--- src/rtl/featuremap_accum_relu.sv ---
// featuremap_accum_relu
//   Joins CHANNELS conv2D partial-result streams, sums them in a registered
//   adder tree, adds a per-feature-map bias, saturates to DATA_WIDTH, applies
//   optional ReLU, and emits one pixel per valid/ready handshake with frame
//   position tracking.
//
// Ports:
//   clk              sole clock, rising edge
//   rst              synchronous active-high reset
//   data_in          packed FIFO heads, channel k at [k*DATA_WIDTH +: DATA_WIDTH]
//   data_fifo_empty  per-channel FIFO empty flags
//   rdreq            common read strobe; a word is consumed in the same cycle
//   data_out         result pixel (signed)
//   valid_out        data_out is valid
//   ready_in         downstream accepts data_out
//   last_out         final beat of a frame (row HEIGHT-1, col WIDTH-1)
module featuremap_accum_relu #(
  parameter int                            DATA_WIDTH = 32,
  parameter int                            CHANNELS   = 8,
  parameter logic signed [DATA_WIDTH-1:0]  BIAS       = '0,
  parameter int                            RELU       = 1,
  parameter int                            WIDTH      = 56,
  parameter int                            HEIGHT     = 56
) (
  input  logic                           clk,
  input  logic                           rst,
  input  logic [CHANNELS*DATA_WIDTH-1:0] data_in,
  input  logic [CHANNELS-1:0]            data_fifo_empty,
  output logic                           rdreq,
  output logic [DATA_WIDTH-1:0]          data_out,
  output logic                           valid_out,
  input  logic                           ready_in,
  output logic                           last_out
);

  localparam int T  = (CHANNELS > 1) ? $clog2(CHANNELS) : 0;
  localparam int SW = DATA_WIDTH + T + 1;
  localparam int CW = (WIDTH  > 1) ? $clog2(WIDTH)  : 1;
  localparam int RW = (HEIGHT > 1) ? $clog2(HEIGHT) : 1;

  localparam logic signed [SW-1:0] MAXV = SW'({1'b0, {(DATA_WIDTH-1){1'b1}}});
  localparam logic signed [SW-1:0] MINV = ~MAXV;

  // Number of operands held at tree level l (level 0 is the capture stage).
  function automatic int lvl_cnt(input int l);
    return (CHANNELS + (1 << l) - 1) >> l;
  endfunction

  logic                  w_stall;
  logic                  w_rd;
  logic signed [SW-1:0]  w_b;
  logic [DATA_WIDTH-1:0] w_res;
  logic [DATA_WIDTH-1:0] r_data_out;
  logic                  r_valid_out;
  logic [CW-1:0]         r_col;
  logic [RW-1:0]         r_row;

  assign w_stall = r_valid_out & ~ready_in;
  assign w_rd    = ~rst & ~w_stall & ~(|data_fifo_empty);
  assign rdreq   = w_rd;

  // Every level is kept at the final width SW; operands are sign-extended on
  // entry, so each level's value equals its narrower DATA_WIDTH+l+1 form.
  for (genvar l = 0; l <= T; l++) begin : g_lvl
    localparam int N = lvl_cnt(l);
    logic signed [SW-1:0] r_d [N];
    logic signed [SW-1:0] w_n [N];
    logic                 r_v;

    if (l == 0) begin : g_cap
      for (genvar j = 0; j < N; j++) begin : g_j
        assign w_n[j] = SW'($signed(data_in[j*DATA_WIDTH +: DATA_WIDTH]));
      end
      always_ff @(posedge clk) begin
        if (rst) begin
          r_v <= 1'b0;
        end else if (!w_stall) begin
          r_v <= w_rd;
          if (w_rd) r_d <= w_n;
        end
      end
    end else begin : g_add
      localparam int NP = lvl_cnt(l - 1);
      for (genvar j = 0; j < N; j++) begin : g_j
        if (2*j + 1 < NP) begin : g_pair
          assign w_n[j] = g_lvl[l-1].r_d[2*j] + g_lvl[l-1].r_d[2*j+1];
        end else begin : g_pass
          assign w_n[j] = g_lvl[l-1].r_d[2*j];
        end
      end
      always_ff @(posedge clk) begin
        if (rst) begin
          r_v <= 1'b0;
        end else if (!w_stall) begin
          r_v <= g_lvl[l-1].r_v;
          r_d <= w_n;
        end
      end
    end
  end

  // Bias, saturate to DATA_WIDTH, then optional ReLU.
  assign w_b = g_lvl[T].r_d[0] + SW'(BIAS);

  always_comb begin
    w_res = w_b[DATA_WIDTH-1:0];
    if (w_b > MAXV)      w_res = {1'b0, {(DATA_WIDTH-1){1'b1}}};
    else if (w_b < MINV) w_res = {1'b1, {(DATA_WIDTH-1){1'b0}}};
    if (RELU != 0 && w_b[SW-1]) w_res = '0;
  end

  always_ff @(posedge clk) begin
    if (rst) begin
      r_valid_out <= 1'b0;
      r_data_out  <= '0;
    end else if (!w_stall) begin
      r_valid_out <= g_lvl[T].r_v;
      if (g_lvl[T].r_v) r_data_out <= w_res;
    end
  end

  always_ff @(posedge clk) begin
    if (rst) begin
      r_col <= '0;
      r_row <= '0;
    end else if (r_valid_out && ready_in) begin
      if (r_col == CW'(WIDTH - 1)) begin
        r_col <= '0;
        r_row <= (r_row == RW'(HEIGHT - 1)) ? RW'(0) : r_row + 1'b1;
      end else begin
        r_col <= r_col + 1'b1;
      end
    end
  end

  assign data_out  = r_data_out;
  assign valid_out = r_valid_out;
  assign last_out  = r_valid_out & (r_row == RW'(HEIGHT - 1)) & (r_col == CW'(WIDTH - 1));

endmodule
--- config.mk ---
export PLATFORM = sky130hd
export DESIGN_NAME = featuremap_accum_relu
export DESIGN_NICKNAME = d
export VERILOG_FILES = /design/src/rtl/featuremap_accum_relu.sv
export SDC_FILE = /design/constraint.sdc
export NUM_CORES = 1
export LEC_CHECK = 0
export CORE_MARGIN = 2
export CORE_UTILIZATION = 54
export DETAILED_ROUTE_END_ITERATION = 8
export PLACE_DENSITY = 0.77
export SETUP_SLACK_MARGIN = 0.05
export SLEW_MARGIN = 10
export SYNTH_ARGS = -nofsm -noshare
export SYNTH_HDL_FRONTEND = slang
export SYNTH_SLANG_ARGS = --single-unit
--- constraint.sdc ---
create_clock -name clk -period 46.2 [get_ports clk]
set_clock_uncertainty 0.15 [all_clocks]
set_input_delay 6.93 -clock clk [delete_from_list [all_inputs] [get_ports clk]]
set_output_delay 6.93 -clock clk [all_outputs]
set_load 0.02 [all_outputs]
==> metrics.cfg <==
[floorplanning]
initial_core_util_pct = 54.5
io_pins = 302
fp.dieH_um = 234
dieArea_um2 = 54800
fp.dieW_um = 234
rows = 84
core_area_um2 = 52400

[setup_path]
critPathKind = in -> out
slowest_delay_ns = 0.76
r2r_end = g_lvl[0].r_d[31]
reg2reg_from = valid_out
rr_worst_depth = 5
critPathMaxFanout = 34
endpoint_kind = output pin
arrival_ns = 9.38
cp-startpoint = ready_in
r2r_slack_ns = 41.93
cp_slowest_cell = nor2_4
critPathMostFrequentCell = clkdlybuf4s50_1
path_cells = clkdlybuf4s50_1, nor2b_1, nor2_4, and3_1, clkdlybuf4s50_1
setup.worst_path.start_class = input port
worst_ep_required_time_ns = 39.12

[global_route]
antenna_found_initial = 4
grt_pass1_vias = 19300
grt_first_pass_wirelength_um = 98700
grt_overflow = 0
grtUsageTotal_pct = 22.6
grt_max_degree = 87

[hold_path]
worstHoldPathCells = 2
hold_end = g_lvl[1].r_v
worstHoldPathType = reg -> reg
hp-start = g_lvl[1].r_v

[sta]
maxSlewHeadroom_pct = 27.9
period_minus_slack_ns = 16.46
fin_setup_tns_ns = 0
tightest_slew_ns = 1.08
setup_viol = 0
fin_crit_sh_pct = 35.6
rsz0062_at_grt = false
hold_viol_final = 0
clock.fmax_ghz = 0.0608
slew_violations = 0

[yosys]
synth_seq_cells = 545
yosys-top-cells-count = edfxtp_1, a21oi_1, ha_1
async_flop_share_pct = 0
ys_types = 72
synthTopCellsByArea = edfxtp_1, ha_1, a21oi_1
synth_area_um2 = 28600
avgSynthCellArea_um2 = 11.8
yosysSeqAreaShare_pct = 55.6
ys.flop_type = edfxtp_1
synth_cells = 2418
synth_most_common_cell = edfxtp_1
synth_nets = 2923
synth_edf_count = 496
ys_warn_count = 0
synth_area_leader_cell = edfxtp_1
netlist.area_leader.share_pct = 52.1

[cts]
post_cts_buffers = 0
ctsHtreeMaxLevel = 2
cts_tree = yes
clockBufferDepth = 3
cts.reportedPaths.clkPinSlew_ns = 0.06
cts_buffers = 57
hold_buffers = 0
post_cts_resized = 0
cts-root-buf = clkbuf_16
clock-sinks = 545
clk_latency_ns = 0.62

[detailed_routing]
ant_nets = 0
dr.pass1.iters = 6
routedWlPerCell_um = 18.1
vias_per_cell = 5.73
via_count = 19800
wirelength_um = 62600
drc = 0
drt-initial-drc-count = 1416

[cells_and_area]
final_area_um2 = 34200
drive_gt1_share_pct = 4.26
final_cells = 3460
layout.nets = 3224
area_growth_syn_to_layout_pct = 19.5

[pwr]
clkPwrFrac_pct = 39.9
powerDensity_nw_per_um2 = 33.3
p_leak_nw = 13.1
internal_power_mw = 0.880
switching_share_pct = 22.7
comb_power_share_pct = 10.1
power_frac_seq_pct = 50.0
switchingPower_mw = 0.258
vdd_drop_max_mv = 0.0315

[placement]
hpwl_um = 47000
post_dp_cell_area_um2 = 32300
portBuffers = 301
routabilityCongestion = 0.885
place_inst = 3348

[flow_run]
maxCapViolations = 0

[run_status]
run_status = finished, final reports clean

## cells by family (layout without fill, tap and decap cells)
family / count (synthesis) / after routing / share of synthesized area, %
AO/OA/AOI/OAI: 693 / 693 / 15.5
XOR/XNOR: 204 / 204 / 6.25
adder cells (fa/ha/maj): 238 / 238 / 10.6
buffers and inverters: 119 / 469 / 1.57
flip-flops: 545 / 545 / 55.6
multiplexers: 7 / 7 / 0.263
other: 0 / 4 / 0
AND/OR/NAND/NOR: 612 / 612 / 10.2
## state kept, by name, indices dropped and copies added, names as in the netlist
name / cells
data_out: 32
g_lvl.r_d: 496
r_row: 6
r_col: 6
valid_out: 1
g_lvl.r_v: 4
## worst max path at each step
stage | end | slack (ns) | depth (start not counted)
global placement | rdreq | 29.82 | 5
floorplan | rdreq | 20.95 | 3
global route | rdreq | 29.57 | 5
detailed placement | rdreq | 29.72 | 5
finish | rdreq | 29.74 | 5
CTS | rdreq | 29.72 | 5
## cell type report
class | count | area [µm²]
Tap cell | 688 | 861
Timing Repair Buffer | 308 | 3070
Multi-Input combinational cell | 1754 | 12300
Inverter | 53 | 199
Fill cell | 3946 | 18300
Antenna cell | 4 | 10.0
Clock buffer | 73 | 1590
Sequential cell | 545 | 15900
Clock inverter | 35 | 297
## cell usage in the layout, fill, tap and decap left out, types with 8 or more instances in the layout
| cell | n |
|---|---|
| edfxtp_1 | 496 |
| clkdlybuf4s50_1 | 301 |
| a21oi_1 | 244 |
| ha_1 | 231 |
| nor2_1 | 202 |
| xnor2_1 | 132 |
| nand2_1 | 132 |
| a21o_1 | 127 |
| o21ai_0 | 85 |
| xor2_1 | 72 |
| nor3_1 | 70 |
| clkbuf_16 | 61 |
| inv_1 | 53 |
| dfxtp_1 | 49 |
| nand3_1 | 39 |
| o21bai_1 | 37 |
| nand4_1 | 33 |
| a31oi_1 | 28 |
| o21a_1 | 27 |
| nor2b_1 | 26 |
| and3_1 | 25 |
| nand2b_1 | 23 |
| a211oi_1 | 17 |
| o21ai_1 | 14 |
| a211o_1 | 13 |
| o31ai_1 | 12 |
| and2_1 | 11 |
| clkinv_2 | 11 |
| clkinv_1 | 10 |
| o211ai_1 | 9 |
| and4_1 | 8 |
| or3_1 | 8 |
| clkbuf_1 | 8 |
## worst max-delay path: cells and delay by family
| kind | cells | cell delay (ns) |
|---|---|---|
| buffers and inverters | 2 | 1.22 |
| and+or+nand+nor | 3 | 1.23 |
## power groups by stage
stage / combinational, mW / clock, mW / sequential [mW]
after floorplan: 0.0716 / 0 / 0.577
after global placement: 0.112 / 0 / 0.579
after detailed placement: 0.114 / 0 / 0.579
after CTS: 0.115 / 0.465 / 0.569
after global routing: 0.127 / 0.483 / 0.570
final: 0.115 / 0.455 / 0.569
## routing by layer
layer	vias to the layer above	GRT usage [%]	wire length, µm
met1	9399	31.3	28500
met5	-	0	11
met2	545	36.9	29300
li1	9796	-	-
met4	2	6.37	1360
met3	94	3.94	3420
## stage by stage
step	setup WS, ns	util [%]	power (mW)	hold WS (ns)
floorplan	20.95	-	0.649	0.282
global placement	29.82	61.5	0.691	0.290
detailed placement	29.72	61.5	0.694	0.297
CTS	29.72	65.1	1.15	0.305
global route	29.57	65.1	1.18	0.341
finish	29.74	65.1	1.14	0.307
Power figures use the tool's default switching activity.
